$ cat src/rtl/tpu_csr_v2.sv
// tpu_csr_v2: MMIO register block and run sequencer for the systolic TPU.
// Decodes CSRs, drives the A/B buffer write port and reads back A/B/C.
module tpu_csr_v2 #(
    parameter int          N             = 4,
    parameter int          DATA_W        = 8,
    parameter int          SUM_W         = 32,
    parameter logic [31:0] ID_VALUE      = 32'h5450_0002,
    parameter logic [31:0] VERSION_VALUE = 32'h0002_0000,
    parameter logic [15:0] TPU_BASE      = 16'h0000,
    parameter int          RUN_LEN_RST   = 4 * N,
    localparam int         NE            = N * N,
    localparam int         AW            = (NE > 1) ? $clog2(NE) : 1
) (
    input  logic                 clk,
    input  logic                 rst_n,
    input  logic                 mmio_wr,
    input  logic                 mmio_rd,
    input  logic [15:0]          mmio_addr,
    input  logic [31:0]          mmio_wdata,
    input  logic [3:0]           mmio_wstrb,
    input  logic [DATA_W*NE-1:0] a_flat,
    input  logic [DATA_W*NE-1:0] b_flat,
    input  logic [SUM_W*NE-1:0]  c_flat,
    output logic [31:0]          mmio_rdata,
    output logic                 mmio_ready,
    output logic                 busy,
    output logic                 done,
    output logic                 irq,
    output logic                 capture_sums,
    output logic [15:0]          t_ctr,
    output logic [1:0]           state,
    output logic                 we_a,
    output logic                 we_b,
    output logic [AW-1:0]        addr_a,
    output logic [AW-1:0]        addr_b,
    output logic [DATA_W-1:0]    wdata_a,
    output logic [DATA_W-1:0]    wdata_b
);

    typedef enum logic [1:0] {
        IDLE = 2'd0,
        RUN  = 2'd1,
        CAPT = 2'd2,
        DONE = 2'd3
    } state_t;

    state_t        st;
    logic [15:0]   off;
    logic [15:0]   run_len;
    logic [15:0]   len_q;
    logic [15:0]   eff_len;
    logic [31:0]   cycles;
    logic          irq_en;
    logic          err_start;
    logic          err_wr;

    logic          buf_hit;
    logic          sel_id;
    logic          sel_ver;
    logic          sel_ctrl;
    logic          sel_stat;
    logic          sel_len;
    logic          sel_cyc;
    logic          sel_a;
    logic          sel_b;
    logic          sel_c;
    logic [AW-1:0] idx;

    logic          wr_ctrl;
    logic          wr_stat;
    logic          start_req;
    logic          clear_req;
    logic          start_err;
    logic          buf_wr_err;

    logic [31:0]   a_ext;
    logic [31:0]   b_ext;
    logic [31:0]   c_ext;
    logic [31:0]   rd_mux;
    logic          unused_bits;

    // Address decode relative to the block base
    assign off      = mmio_addr - TPU_BASE;
    assign sel_id   = (off == 16'h0000);
    assign sel_ver  = (off == 16'h0004);
    assign sel_ctrl = (off == 16'h0008);
    assign sel_stat = (off == 16'h000C);
    assign sel_len  = (off == 16'h0010);
    assign sel_cyc  = (off == 16'h0014);
    assign buf_hit  = (off[1:0] == 2'b00)
                   && ({1'b0, off[7:0]} < 9'(4 * NE));
    assign sel_a    = buf_hit && (off[15:8] == 8'h01);
    assign sel_b    = buf_hit && (off[15:8] == 8'h02);
    assign sel_c    = buf_hit && (off[15:8] == 8'h03);
    assign idx      = off[AW+1:2];

    // Command and error qualifiers for this cycle's access
    assign wr_ctrl    = mmio_wr && sel_ctrl && mmio_wstrb[0];
    assign wr_stat    = mmio_wr && sel_stat && mmio_wstrb[0];
    assign start_req  = wr_ctrl && mmio_wdata[0];
    assign clear_req  = wr_ctrl && mmio_wdata[1];
    assign start_err  = start_req && ((st == RUN) || (st == CAPT));
    assign buf_wr_err = mmio_wr && (sel_a || sel_b) && busy;
    assign eff_len    = (run_len == 16'd0) ? 16'd1 : run_len;

    // Buffer write port is combinational so the array sees it this cycle
    assign we_a    = mmio_wr && sel_a && mmio_wstrb[0] && !busy;
    assign we_b    = mmio_wr && sel_b && mmio_wstrb[0] && !busy;
    assign addr_a  = idx;
    assign addr_b  = idx;
    assign wdata_a = mmio_wdata[DATA_W-1:0];
    assign wdata_b = mmio_wdata[DATA_W-1:0];

    assign irq   = done && irq_en;
    assign state = st;

    assign unused_bits = ^{mmio_wdata[31:16], mmio_wstrb[3:2]};

    // Read data mux, zero-extending buffer elements
    always_comb begin
        a_ext  = 32'(a_flat[int'(idx)*DATA_W +: DATA_W]);
        b_ext  = 32'(b_flat[int'(idx)*DATA_W +: DATA_W]);
        c_ext  = 32'(c_flat[int'(idx)*SUM_W +: SUM_W]);
        rd_mux = '0;
        unique case (1'b1)
            sel_id:   rd_mux = ID_VALUE;
            sel_ver:  rd_mux = VERSION_VALUE;
            sel_ctrl: rd_mux = {29'd0, irq_en, 2'b00};
            sel_stat: rd_mux = {28'd0, err_wr, err_start, done, busy};
            sel_len:  rd_mux = {16'd0, run_len};
            sel_cyc:  rd_mux = cycles;
            sel_a:    rd_mux = a_ext;
            sel_b:    rd_mux = b_ext;
            sel_c:    rd_mux = c_ext;
            default:  rd_mux = '0;
        endcase
    end

    // Bus response: one-cycle ready pulse with registered read data
    always_ff @(posedge clk or negedge rst_n) begin
        if (!rst_n) begin
            mmio_ready <= 1'b0;
            mmio_rdata <= '0;
        end else begin
            mmio_ready <= mmio_wr || mmio_rd;
            mmio_rdata <= mmio_rd ? rd_mux : 32'd0;
        end
    end

    // Writable CSR fields; a new error wins over a same-cycle W1C
    always_ff @(posedge clk or negedge rst_n) begin
        if (!rst_n) begin
            run_len   <= 16'(RUN_LEN_RST);
            irq_en    <= 1'b0;
            err_start <= 1'b0;
            err_wr    <= 1'b0;
        end else begin
            if (wr_ctrl) begin
                irq_en <= mmio_wdata[2];
            end
            if (mmio_wr && sel_len && !busy) begin
                if (mmio_wstrb[0]) begin
                    run_len[7:0] <= mmio_wdata[7:0];
                end
                if (mmio_wstrb[1]) begin
                    run_len[15:8] <= mmio_wdata[15:8];
                end
            end
            err_start <= start_err
                      || (err_start && !(wr_stat && mmio_wdata[2]));
            err_wr    <= buf_wr_err
                      || (err_wr && !(wr_stat && mmio_wdata[3]));
        end
    end

    // Run sequencer: IDLE/DONE -> RUN (len cycles) -> CAPT -> DONE
    always_ff @(posedge clk or negedge rst_n) begin
        if (!rst_n) begin
            st           <= IDLE;
            busy         <= 1'b0;
            done         <= 1'b0;
            capture_sums <= 1'b0;
            t_ctr        <= '0;
            len_q        <= 16'd1;
            cycles       <= '0;
        end else begin
            unique case (st)
                IDLE, DONE: begin
                    if (start_req) begin
                        st    <= RUN;
                        busy  <= 1'b1;
                        done  <= 1'b0;
                        t_ctr <= '0;
                        len_q <= eff_len;
                    end else if (clear_req) begin
                        st   <= IDLE;
                        done <= 1'b0;
                    end
                end
                RUN: begin
                    if (t_ctr == len_q - 16'd1) begin
                        st           <= CAPT;
                        busy         <= 1'b0;
                        t_ctr        <= '0;
                        capture_sums <= 1'b1;
                    end else begin
                        t_ctr <= t_ctr + 16'd1;
                    end
                end
                CAPT: begin
                    st           <= DONE;
                    capture_sums <= 1'b0;
                    done         <= 1'b1;
                    cycles       <= {16'd0, len_q} + 32'd1;
                end
                default: begin
                    st <= IDLE;
                end
            endcase
        end
    end

endmodule

$ cat config.mk
export PLATFORM = sky130hd
export DESIGN_NAME = tpu_csr_v2
export DESIGN_NICKNAME = d
export VERILOG_FILES = /design/src/rtl/tpu_csr_v2.sv
export SDC_FILE = /design/constraint.sdc
export NUM_CORES = 1
export LEC_CHECK = 0
export CAP_MARGIN = 40
export CORE_AREA = 8 8 344 346
export DETAILED_ROUTE_END_ITERATION = 16
export DIE_AREA = 0 0 352 354
export HOLD_SLACK_MARGIN = 0.06
export PLACE_DENSITY_LB_ADDON = 0.3
export SETUP_SLACK_MARGIN = 0.05
export SYNTH_ARGS = -nofsm -noshare
export SYNTH_HDL_FRONTEND = slang
export SYNTH_SLANG_ARGS = --single-unit
export TNS_END_PERCENT = 50
$ cat constraint.sdc
create_clock -name clk -period 7.7 [get_ports clk]
set_input_delay 1.54 -clock clk [delete_from_list [all_inputs] [get_ports clk]]
set_output_delay 1.54 -clock clk [all_outputs]
set_load 0.05 [all_outputs]
==> results.ini <==
[sta]
worstMarginPinSlew_ps = 890.6
relSlewSlack_pct = 40.63
fin_tns_setup_ps = 0
final-setup-viol-count = 0
fin_worst_skew_ps = 15.04
final.period_utilization_pct = 76.83
fmax_ghz = 0.1690
timing.final.ws_setup_ps = 1784
rsz0062_at_grt = no
slew_violations = 0
hold_viol = 0
post-route-min-period_ps = 5916
holdWs_ps = 523.6

[run_status]
status = completed

[logic_synthesis]
yosysSeqAreaShare_pct = 23.01
synthDominantCellAreaShare_pct = 42.16
syn_area_um2 = 11540
synthMostInstantiatedCell = mux4_2
synthesis.nets = 1835
synth.area.top_cells = mux4_2, dfrtp_1, nand2_1
synth_edf_count = 0
yosys.area.top_type = mux4_2
synth_ff_type = dfrtp_1
yosysWarnings = 0
avgSynthCellArea_um2 = 11.47
synth.distinct_cells = 72
synth_async_sr_flop_share_pct = 100.0
syn_inst = 1006
ys_ff_latch = 106
yosys-top-cells-count = mux4_2, nand2_1, dfrtp_1

[placed_design]
place_ws_ps = 1794
port_buffers = 886
gp_congestion = 0.8734
hpwl_mm = 92.68

[routing]
detail_route.vias_per_cell = 3.994
route.met3.wl_mm = 9.305
vias = 13290
wl_per_cell_um = 31.46
wirelength_mm = 104.7
highest_layer = met5
wl_met2_mm = 50.11
wl_met1_mm = 44.25
dr.pass1.iters = 6
drtIter0Drc = 1199
route.detailed.drc = 0
ant_nets = 0

[worst_setup_path]
cp.arrival_ps = 4380
required_ps = 6160
path_class = input pin to output pin
start_kind = input pin
crit_fanout = 8
regToRegSetupSlack_ps = 4290
crit_path_end_kind = output pin

[layout]
area.growth.synth_to_final_pct = 93.02
multi_input_area_um2 = 8219
fillers = 12400
nets = 2625
post-route-util_pct = 19.69
drive_above_1_share_pct = 16.55
seq_area_um2 = 2655

[flow_run]
cap_violations = 0

[clock_network]
htreeDepth = 3
clockBufferDepth = 2
cts_hold_buf = 0
numCtsBuffers = 9
cts_resized = 0
root_buffer = clkbuf_16
clock_latency_ps = 390
clock-sinks = 106
clk_pin_slew_ps = 90
tritoncts = yes
post_cts_buffers = 0

[pwr]
pwr-share-seq_pct = 28.0
switching_power_uw = 729.1
p_sw_share_pct = 33.11
leakagePower_nw = 7.778
comb_power_share_pct = 47.9
peakVddDrop_mv = 0.1011
p_per_area_nw_per_um2 = 98.88
p_total_mw = 2.202
internal_power_mw = 1.473
p_clk_share_pct = 24.1

[floorplan]
core.rowCount = 124
die-area_um2 = 124600
top_level_ports = 905
core-area_um2 = 113100
start_util_pct = 10.20
fp.dieW_um = 352
die_h_um = 354

[hold_path]
hold_path.class = flop to flop

[global_routing]
grt_pass1_wl_mm = 136.6
grt_max_degree = 71
grt_antenna_before_repair = 79
grt_pass1_vias = 14210
track_usage_pct = 16.00
grt.overflow.total = 0

-- area by class of cell --
| cell class | instances | area share, % |
|---|---|---|
| Antenna cell | 14 | 0.1573 |
| Clock buffer | 10 | 1.028 |
| Clock inverter | 6 | 0.3764 |
| Inverter | 16 | 0.2697 |
| Multi-Input combinational cell | 755 | 36.91 |
| Sequential cell | 106 | 11.92 |
| Tap cell | 1512 | 8.495 |
| Timing Repair Buffer | 908 | 40.84 |
-- power groups by stage --
stage | logic [mW] | registers (mW) | clock network [mW]
floorplan | 0.391 | 0.636 | 0
global placement | 1.06 | 0.628 | 0
detailed placement | 1.07 | 0.629 | 0
CTS | 1.08 | 0.617 | 0.545
global route | 1.12 | 0.621 | 0.559
finish | 1.06 | 0.617 | 0.530
-- per-layer routing --
layer,GRT usage [%],up-vias
li1,-,5622
met1,20.99,6770
met2,27.16,775
met3,4.707,100
met4,0.8990,22
met5,0,-
-- cell families (layout without fill, tap and decap cells) --
kind of cell	count (synthesis)	count (layout)	share of synthesized area (%)
muxes	246	246	44.98
DFF	106	106	23.01
buffers and inverters	145	940	5.856
and+or+nand+nor	326	326	14.17
other	0	14	0
xor gates and xnor gates	43	43	3.264
AOI/OAI and AO/OA	135	135	8.166
adders and majority gates	5	5	0.5422
-- state kept, by name, indices dropped and copies added, names as in the netlist --
name          count
busy              1
capture_sums      1
cycles           17
done              1
err_start         1
err_wr            1
irq_en            1
len_q            16
mmio_rdata       32
mmio_ready        1
run_len          16
state             2
t_ctr            16
-- worst max-delay path, stage by stage --
cell             delay, ps
clkdlybuf4s50_1        400
nor4_1                 620
and3_1                 470
nand2_1                 90
nor4_1                 350
clkdlybuf4s50_1        900
-- through the flow --
stage | instance area [µm²] | cells
after global placement | 21860 | 3293
after floorplan | 11540 | 1006
after detailed placement | 21920 | 3297
after CTS | 22230 | 3313
after global routing | 22230 | 3313
final | 22270 | 3327
-- worst paths after layout --
check	endpoint	startpoint	cells past startpoint
min reg2reg	len_q[4]	run_len[4]	2
min in group asynchronous	mmio_ready	rst_n	1
max reg2reg	t_ctr[15]	len_q[1]	9
max	we_a	mmio_addr[1]	6
max in group asynchronous	cycles[16]	rst_n	3
min	len_q[4]	run_len[4]	2
-- layout by cell type, fill, tap and decap left out, types with 27 or more instances in the layout --
cell,n
a21oi_1,36
and3_1,27
clkdlybuf4s50_1,881
dfrtp_1,104
mux4_2,216
nand2_1,131
nand3_1,39
nor2_1,41
xor2_1,27
No activity file was read; power rests on OpenSTA's default activity.
